<file path="src/rtl/bit_mask_splitter.sv">
// Splits one mask word into one-hot beats, lowest set bit first, each beat tagged with
// its bit index and a last flag. An all-zero word produces a single empty beat.
module bit_mask_splitter #(
  parameter int WIDTH = 32,
  parameter int IDXW  = 5
) (
  input  logic             clk,
  input  logic             rst,
  input  logic             in_valid,
  output logic             in_ready,
  input  logic [WIDTH-1:0] in_word,
  output logic             out_valid,
  input  logic             out_ready,
  output logic [WIDTH-1:0] out_onehot,
  output logic [IDXW-1:0]  out_index,
  output logic             out_last,
  output logic             out_empty
);

  // state | meaning
  // IDLE  | waiting for a mask word, in_ready high
  // EMIT  | presenting the lowest remaining bit of pending, one beat per transfer

  typedef enum logic {IDLE, EMIT} state_t;

  state_t           state;
  logic [WIDTH-1:0] pending;
  logic [WIDTH-1:0] lowest;
  logic [WIDTH-1:0] remaining;
  logic [IDXW-1:0]  lowest_idx;
  logic             emit;

  assign emit      = (state == EMIT);
  assign lowest    = pending & (~pending + WIDTH'(1));
  assign remaining = pending & (pending - WIDTH'(1));

  always_comb begin
    lowest_idx = '0;
    for (int i = 0; i < WIDTH; i++) begin
      if (lowest[i]) lowest_idx = lowest_idx | IDXW'(i);
    end
  end

  // Beat fields are gated by EMIT so IDLE shows all-zero outputs.
  assign in_ready   = !emit;
  assign out_valid  = emit;
  assign out_onehot = emit ? lowest : '0;
  assign out_index  = emit ? lowest_idx : '0;
  assign out_last   = emit && (remaining == '0);
  assign out_empty  = emit && (pending == '0);

  always_ff @(posedge clk) begin
    if (rst) begin
      state   <= IDLE;
      pending <= '0;
    end else begin
      case (state)
        IDLE: begin
          if (in_valid) begin
            pending <= in_word;
            state   <= EMIT;
          end
        end
        EMIT: begin
          if (out_ready) begin
            pending <= remaining;
            if (remaining == '0) state <= IDLE;
          end
        end
        default: state <= IDLE;
      endcase
    end
  end

endmodule
</file>
<file path="config.mk">
export PLATFORM = sky130hd
export DESIGN_NAME = bit_mask_splitter
export DESIGN_NICKNAME = d
export VERILOG_FILES = /design/src/rtl/bit_mask_splitter.sv
export SDC_FILE = /design/constraint.sdc
export NUM_CORES = 1
export LEC_CHECK = 0
export CORE_MARGIN = 8
export CORE_UTILIZATION = 47
export DETAILED_ROUTE_END_ITERATION = 12
export PLACE_DENSITY = 0.79
export SLEW_MARGIN = 20
export SYNTH_ARGS = -nofsm -noshare
export SYNTH_HDL_FRONTEND = slang
export SYNTH_SLANG_ARGS = --single-unit
</file>
<file path="constraint.sdc">
create_clock -name clk -period 4.6 [get_ports clk]
set_input_delay 1.15 -clock clk [delete_from_list [all_inputs] [get_ports clk]]
set_output_delay 1.15 -clock clk [all_outputs]
set_load 0.01 [all_outputs]
</file>
# == After elaboration in Yosys (flattened, before gate mapping) ==
# Cells that the tools add are included.
# op_classes
magnitude_cmp,0
n_addsub,2
shift,0
eq_ne,3
n_div,0
multipliers,0
n_reduce_logical,7
muxes,53
bitwise_logic,4
# ops
operator,count
2-to-1 mux 32 bit,8
2-to-1 mux 5 bit,17
AND 32 bit,2
zero test 32 bit,2
case mux 32 bit (2 select lines),1
adder 32 x 1 -> 32 bit (second input constant),1
2-to-1 mux 4 bit,8
NOT 32 bit,1
subtractor 32 x 1 -> 32 bit (second input constant),1
2-to-1 mux 1 bit,12
2-to-1 mux 3 bit,4
2-to-1 mux 2 bit,2
!= test 4 bit (second input constant),1
!= test 3 x 2 -> 1 bit (second input constant),1
!= test 3 bit (second input constant),1
AND reduction 3 bit,1
logical AND 1 bit,2
case mux 1 bit (2 select lines),1
AND reduction 2 bit,1
zero test 1 bit,1
NOT 1 bit,1
# totals
latchBits,0
rom_bits,0
wordCells,71
ff_bits,33
inputBits,36
mem_count,0
mem_bits_rw,0

# == Logic depth before layout (Yosys ltp) ==
# Gate-level depths: netlist (run 1).
# logic_depth
depth_word,35
mapped_depth,10

# == Worst setup path before layout (run 1) ==
# OpenSTA, ideal clock, no wires.
# synth_timing
path_type,register to output
startpoint,register pending[8]
endpoint,output out_last
slack_ps,892
required_time_ps,3450
n_path_buf,1
stages_incl_launch_ff,8
arrival_ps,2558
path_cell_list,dfxtp_1 > buf_6 > or4_4 > or4_4 > or3_4 > a221o_1 > nor4_1 > and3b_1
# synth_via
elab_chain_cells,4
# synth_rtl
item,line,text
from (decl),27,logic [WIDTH-1:0] pending;
from (signal assigned),60,pending <= in_word;
from (signal assigned),66,pending <= remaining;
subtractor 32 x 1 -> 32 bit,35,assign remaining = pending & (pending - WIDTH'(1));
AND 32 bit *,35,
zero test 32 bit *,49,assign out_last = emit && (remaining == '0);
logical AND 1 bit *,49,
to (decl),16,"output logic out_last,"
# Mark *: on every way between the ends. The rest lies on a longest branch, timed or not.

# == Worst setup path in the final report (run 1) ==
# layout_timing
startpoint,register pending[17]
endpoint,output out_index[1]
# layout_via
elab_chain_cells,18
# layout_rtl
item,line,text
NOT 32 bit *,34,assign lowest = pending & (~pending + WIDTH'(1));
adder 32 x 1 -> 32 bit *,34,
AND 32 bit *,34,
2-to-1 mux 5 bit (13 in series),40,if (lowest[i]) lowest_idx = lowest_idx | IDXW'(i);
2-to-1 mux 5 bit *,40,
2-to-1 mux 5 bit *,48,assign out_index = emit ? lowest_idx : '0;
to (decl),15,"output logic [IDXW-1:0] out_index,"
# Marks and branches as above.

==> metrics.csv, run 1 <==
stage,metric,value,unit
synth,gate count after technology mapping,385,
clock_network,clock net sink count,33,
clock_network,clock root buffer master,clkbuf_8,
timing,RSZ-0062 raised after global routing,false,
detailed_routing,remaining design rule violation count,0,
timing,final setup margin,0.225,ns
floorplanning,DIE AREA,0.00832,mm^2
synth,most numerous cell in the Yosys netlist,nor2_1,
synth,synthesized cell area,0.00266,mm^2
timing,Relative slew margins,0.547,
timing,final worst-path cycle share,0.951,
finish,# diodes,0,
placed_design,placed cell areas,0.00340,mm^2
timing,post-route clock skew,0.00761,ns
synth,Cell variety after synth,60,
hold_path,startpoint of the most critical hold path,pending[20],
grt,Total GRT Usage,0.221,
floorplanning,Die Height,91.2,um
timing,Sum Neg Setup Slack,0,ns
floorplanning,total number of placement rows,27,
pwr,post-route total power,921,uW
floorplanning,placeable core area,0.00547,mm^2
worst_setup_path,required time at the worst-slack endpoint,3.45,ns
placed_design,Placement Setup Slack,0.288,ns
worst_setup_path,Critical path origin,pending[17],
grt,pin count of the biggest net entering global routing,35,
clock_network,H-tree lvl count,2,
detailed_routing,number of vias per cell after detailed routing,6.08,
grt,overall overflow remaining after global route,0,
worst_setup_path,startpoint types,flop,
clock_network,TritonCTS clock tree,done,
worst_setup_path,type of destination of the critical path,output pin,
flow_run,number of maximum-capacitance constraint violations,0,
synth,Yosys warning count,0,
grt,number of global-route vias before repair,2983,
placed_design,GPL Wtd Cong,0.933,
synth,most used flip-flop cell after synthesis,dfxtp_1,
detailed_routing,Pre-Repair DR Iteration Count,5,
finish,utilization after layout,0.647,
placed_design,placed wire-length estimate,6.91,mm
synth,Post-Syn Area per Cell,6.90,um^2
detailed_routing,drt total wl,9.21,mm
detailed_routing,WL met1,4.11,mm
pwr,Max IR drop VDD,166,uV
timing,number of failing setup endpoints in the final timing report,0,
pwr,Leak Pwr,0.00139,uW
floorplanning,IO Pins,77,
finish,growth of design area from synthesis to finish,33.2,%
timing,fmax,229,MHz
clock_network,clock latency on the worst-skew pair,0.28,ns
detailed_routing,overall via count from detail_route,3130,
synth,post-synthesis sequential area ratio,0.249,
floorplanning,effective utilization at floorplan,0.486,
grt,global-route wire length before repair,15.5,mm
clock_network,CTS Hold Buffers Added,0,
clock_network,clock buffers created by TritonCTS,5,
clock_network,register clock-pin slew on the reported worst setup and hold paths,0.07,ns
detailed_routing,count of routing violations after the opening detailed-route iteration,354,
synth,flop and latch count out of synthesis,33,
synth,largest cells by area after synthesis,"dfxtp_1 (25%), nor2_1 (10%), a21oi_1 (6.6%)",
hold_path,worst hold path type,reg -> reg,
detailed_routing,metal3 WL,706,um
worst_setup_path,crit path max fanout,9,
worst_setup_path,data arrival time of the critical path,3.23,ns
finish,final net count,479,
worst_setup_path,class of the most critical setup path,reg -> out,
status,run status,completed,
grt,antenna violations before repair,0,
timing,shortest clock period the worst path allows after layout,4.38,ns
floorplanning,floorplan die width,91.2,um
synth,share of the synthesized area in the top cell type,0.249,
detailed_routing,highest layer used for signal routing,met4,
synth,synth cell count leaders,"nor2_1 (72), a21oi_1 (35), dfxtp_1 (33), nand2_1 (31), clkbuf_1 (25)",
synth,cell type with the largest total area after synthesis,dfxtp_1,
timing,final count of hold timing violations,0,
finish,final instance area,0.00354,mm^2
finish,proportion of layout cells with a drive suffix above 1,0.0926,
synth,asr flop ratio synth,0,
detailed_routing,routed wire length per instance,17.9,um
synth,net count after synthesis,421,
clock_network,CTS max path bufs,2,
timing,Max Transition Viols Final,0,
pwr,power density normalized to cell area,260,mW/mm^2
timing,worst-margin pin slew,0.679,ns
detailed_routing,"antenna viol nets, final",0,
placed_design,Port Buffer Count,76,
synth,Post-synth EDFFs,0,
worst_setup_path,worst reg2reg path startpoint,pending[1],
detailed_routing,met2 routed WL,4.21,mm
-- flip-flops by register name, summed over array words and instances, names as in the netlist --
register	flops
pending	32
out_valid	1
-- cell type report --
type	instances	area [um^2]
Clock buffer	7	86.3
Timing Repair Buffer	88	853
Tap cell	72	90.1
Multi-Input combinational cell	304	1810
Fill cell	534	1930
Inverter	11	41.3
Sequential cell	33	664
-- power breakdown --
part           leakage, uW  switching, uW  internal (uW)
registers         0.000273           48.5            307
clock network    0.0000443            106            119
logic              0.00107            181            159
-- critical path, stage by stage, from the launching register on --
cell	delay, ns
dfxtp_1	0.38
or4_4	0.60
nor4_4	0.30
nand2_1	0.11
or3_1	0.43
o221ai_1	0.27
nor3_1	0.08
a21oi_1	0.19
clkdlybuf4s50_1	0.58
-- through the flow --
step / hold slack [ns] / std cells
finish: 0.561 / 515
detailed placement: 0.538 / 507
global route: 0.596 / 515
global placement: 0.535 / 507
floorplan: 0.491 / 385
CTS: 0.553 / 514
-- what timing repair did --
action / CTS / global route
resized for setup: 1 / 9
pin swaps: 0 / 1
endpoints found under the setup margin: 1 / 4
buffers inserted: 0 / 1
-- worst paths after layout --
kind | endpoint | slack [ns] | cells after the start
max | out_index[1] | 0.22 | 8
max reg2reg | out_valid | 1.81 | 7
min | pending[20] | 0.56 | 2
min reg2reg | pending[20] | 0.56 | 2
-- layout by cell type, fill, tap and decap left out, types with 3 or more instances in the layout --
master / Yosys / final
o211ai_1: 4 / 4
and2_1: 5 / 5
nor4_4: 1 / 4
dfxtp_1: 33 / 30
o21a_1: 3 / 3
nor3_1: 14 / 14
nor3b_1: 4 / 4
a211oi_1: 4 / 3
clkbuf_8: 2 / 6
a21oi_1: 35 / 35
a22oi_1: 14 / 14
nand2_1: 31 / 31
dfxtp_2: 0 / 3
o21ai_0: 23 / 23
buf_4: 2 / 12
nor2_1: 72 / 71
and3_1: 16 / 15
a221o_1: 3 / 3
nand3_1: 5 / 5
inv_1: 11 / 11
nor4_1: 9 / 8
clkdlybuf4s50_1: 0 / 75
a221oi_1: 3 / 3
or4_1: 3 / 3
a21o_1: 11 / 11
or4_4: 4 / 4
-- logic make-up after synthesis --
| logic type | share of synthesized area |
|---|---|
| multiplexers | 0.00377 |
| buffers and inverters | 0.0895 |
| AO/OA/AOI/OAI | 0.314 |
| flip-flops | 0.249 |
| AND/OR/NAND/NOR | 0.344 |
-- layer usage --
layer	up-vias	global-route usage
li1	1525	-
met1	1428	0.295
met2	159	0.345
met3	18	0.0477
met4	0	0.0682
met5	-	0
Power figures use the tool's default switching activity.
==> inputs of run 2 (changes only) <==
--- a/config.mk
+++ b/config.mk
@@ -7,6 +7,7 @@
 export LEC_CHECK = 0
 export CORE_MARGIN = 8
 export CORE_UTILIZATION = 47
+export CTS_BUF_LIST = sky130_fd_sc_hd__clkbuf_4 sky130_fd_sc_hd__clkbuf_8
 export DETAILED_ROUTE_END_ITERATION = 12
 export PLACE_DENSITY = 0.79
 export SLEW_MARGIN = 20
==> run 2 against run 1 <==
  * Non-clock buffer count unchanged
  * Total power up 0.89%
  * Critical path depth up 1
  * Register-to-register slack about the same
  * Design area up 0.11%
  * Highest routed layer unchanged
==> metrics.csv, run 2 (same netlist as run 1, synthesis figures left out) <==
stage,metric,value,unit,change
detailed_routing,count of routing violations after the opening detailed-route iteration,376,,+6.2%
floorplanning,Die Height,91.2,um,unchanged
floorplanning,placeable core area,0.00547,mm^2,unchanged
worst_setup_path,type of destination of the critical path,output pin,,
pwr,power density normalized to cell area,262,mW/mm^2,+0.78%
finish,proportion of layout cells with a drive suffix above 1,0.0948,,+0.00226
finish,"leading cell types in the layout, fill and taps excluded","clkdlybuf4s50_1 (75), nor2_1 (71), a21oi_1 (35)",,
timing,Relative slew margins,0.550,,+0.00321
grt,antenna violations before repair,0,,unchanged
worst_setup_path,R2R Setup Slk,1.80,ns,about the same
finish,fillcell total,532,,-0.37%
detailed_routing,number of vias per cell after detailed routing,6.06,,-0.22%
detailed_routing,routed wire length per instance,17.9,um,+0.18%
clock_network,CTS max path bufs,2,,unchanged
timing,worst-margin pin slew,0.674,ns,-0.00481 ns
placed_design,placed wire-length estimate,6.91,mm,unchanged
worst_setup_path,startpoint types,flop,,
clock_network,clock latency on the worst-skew pair,0.29,ns,about the same
finish,Multi-input gate area,0.00181,mm^2,unchanged
floorplanning,DIE AREA,0.00832,mm^2,unchanged
finish,final net count,479,,unchanged
finish,# diodes,0,,unchanged
worst_setup_path,Reg2Reg Depth,7,,unchanged
timing,RSZ-0062 raised after global routing,false,,
timing,Sum Neg Setup Slack,0,ns,unchanged
finish,"most common cell after layout, fill and taps aside",clkdlybuf4s50_1,,
finish,sequential cell area in the final layout,664,um^2,unchanged
hold_path,hold path depth,2,,unchanged
detailed_routing,"antenna viol nets, final",0,,unchanged
grt,Total GRT Usage,0.221,,unchanged
timing,fmax,228,MHz,-0.20%
detailed_routing,Pre-Repair DR Iteration Count,5,,unchanged
placed_design,placed cell areas,0.00340,mm^2,unchanged
clock_network,clock root buffer master,clkbuf_8,,
hold_path,terminating pin of the worst hold path,pending[20],,
floorplanning,effective utilization at floorplan,0.486,,unchanged
timing,final count of hold timing violations,0,,unchanged
clock_network,CTS Hold Buffers Added,0,,unchanged
finish,utilization after layout,0.648,,+0.000686
detailed_routing,overall via count from detail_route,3123,,-0.22%
status,run status,completed,,
floorplanning,total number of placement rows,27,,unchanged
grt,pin count of the biggest net entering global routing,35,,unchanged
clock_network,H-tree lvl count,2,,unchanged
finish,final instance area,0.00354,mm^2,+0.11%
hold_path,worst hold path type,reg -> reg,,
grt,overall overflow remaining after global route,0,,unchanged
pwr,post-route total power,929,uW,+0.89%
pwr,Max IR drop VDD,165,uV,about the same
grt,number of global-route vias before repair,2983,,unchanged
timing,worst slack on hold paths,0.561,ns,-0.000437 ns
clock_network,register clock-pin slew on the reported worst setup and hold paths,0.07,ns,about the same
placed_design,Port Buffer Count,76,,unchanged
timing,post-route clock skew,0.00935,ns,+0.00174 ns
worst_setup_path,class of the most critical setup path,reg -> out,,
timing,shortest clock period the worst path allows after layout,4.38,ns,+0.00878 ns
flow_run,number of maximum-capacitance constraint violations,0,,unchanged
detailed_routing,drt total wl,9.23,mm,+0.18%
floorplanning,floorplan die width,91.2,um,unchanged
clock_network,TritonCTS clock tree,done,,
clock_network,clock buffers created by TritonCTS,5,,unchanged
finish,growth of design area from synthesis to finish,33.4,%,
finish,max reg flops,32,,unchanged
pwr,Leak Pwr,0.00139,uW,+0.25%
grt,global-route wire length before repair,15.5,mm,unchanged
timing,number of failing setup endpoints in the final timing report,0,,unchanged
worst_setup_path,worst reg2reg path startpoint,pending[8],,
timing,final worst-path cycle share,0.953,,+0.00191
timing,Max Transition Viols Final,0,,unchanged
worst_setup_path,data arrival time of the critical path,3.23,ns,about the same
floorplanning,IO Pins,77,,unchanged
clock_network,clock net sink count,33,,unchanged
worst_setup_path,crit path max fanout,12,,+3
hold_path,startpoint of the most critical hold path,pending[20],,
finish,Top reg by flops,pending,,
worst_setup_path,required time at the worst-slack endpoint,3.45,ns,about the same
placed_design,GPL Wtd Cong,0.933,,unchanged
worst_setup_path,Reg2Reg Capture Point,out_valid,,
detailed_routing,remaining design rule violation count,0,,unchanged
run 2: worst max-delay path, cell delays in order, from the launching register on:
cell,delay [ns]
dfxtp_1,0.44
nor4_4,0.32
buf_4,0.19
nand4_1,0.11
or3_1,0.45
or4_1,0.46
o21ai_0,0.17
nor2_1,0.07
a21oi_1,0.18
clkdlybuf4s50_1,0.57
run 2: worst max path at each step:
stage                           start  slack [ns]           end  cells after the start
after floorplan            pending[8]        0.89      out_last                      7
final                      pending[4]        0.22  out_index[2]                      9
after global routing      pending[17]        0.05  out_index[1]                      8
after global placement     pending[8]        0.32      out_last                      7
after CTS                  pending[9]        0.02      out_last                      7
after detailed placement   pending[8]        0.29      out_last                      7
run 2: cell type report:
cell class | instances | area share
clock buffers | 7 | 0.0254
repair buffers | 88 | 0.241
multi-input cells | 304 | 0.509
well taps | 72 | 0.0254
inverters | 11 | 0.0116
flip-flops and latches | 33 | 0.187
run 2: report_power, final:
part	total (uW)	switching [uW]	internal, uW	leakage (uW)
sequential	356	48.8	307	0.000273
clock	233	108	125	0.0000477
combinational	340	181	159	0.00107
run 2: repair_timing:
action / 4_1_cts / 5_1_grt
pin swaps: 0 / 1
hold endpoints to repair: 0 / 0
resized for setup: 1 / 9
setup buffers: 0 / 1
endpoints found under the setup margin: 1 / 4
run 2: through the flow:
stage	cells	setup slack (ns)
detailed placement	507	0.288
global placement	507	0.321
finish	515	0.216
CTS	514	0.0230
floorplan	385	0.892
global route	515	0.0529
run 2: routing by layer:
metal  track usage  wire [um]  vias to the layer above
li1              -          -                     1519
met1         0.295       4190                     1451
met2         0.345       4260                      135
met3        0.0477        618                       18
met4        0.0682        166                        0
met5             0          0                        -
==> inputs of run 3 (changes only) <==
--- a/config.mk
+++ b/config.mk
@@ -5,6 +5,7 @@
 export SDC_FILE = /design/constraint.sdc
 export NUM_CORES = 1
 export LEC_CHECK = 0
+export CAP_MARGIN = 30
 export CORE_MARGIN = 8
 export CORE_UTILIZATION = 47
 export CTS_BUF_LIST = sky130_fd_sc_hd__clkbuf_4 sky130_fd_sc_hd__clkbuf_8
==> results of run 3 <==
No change in the layout: final DEF, timing and power equal those of run 2.
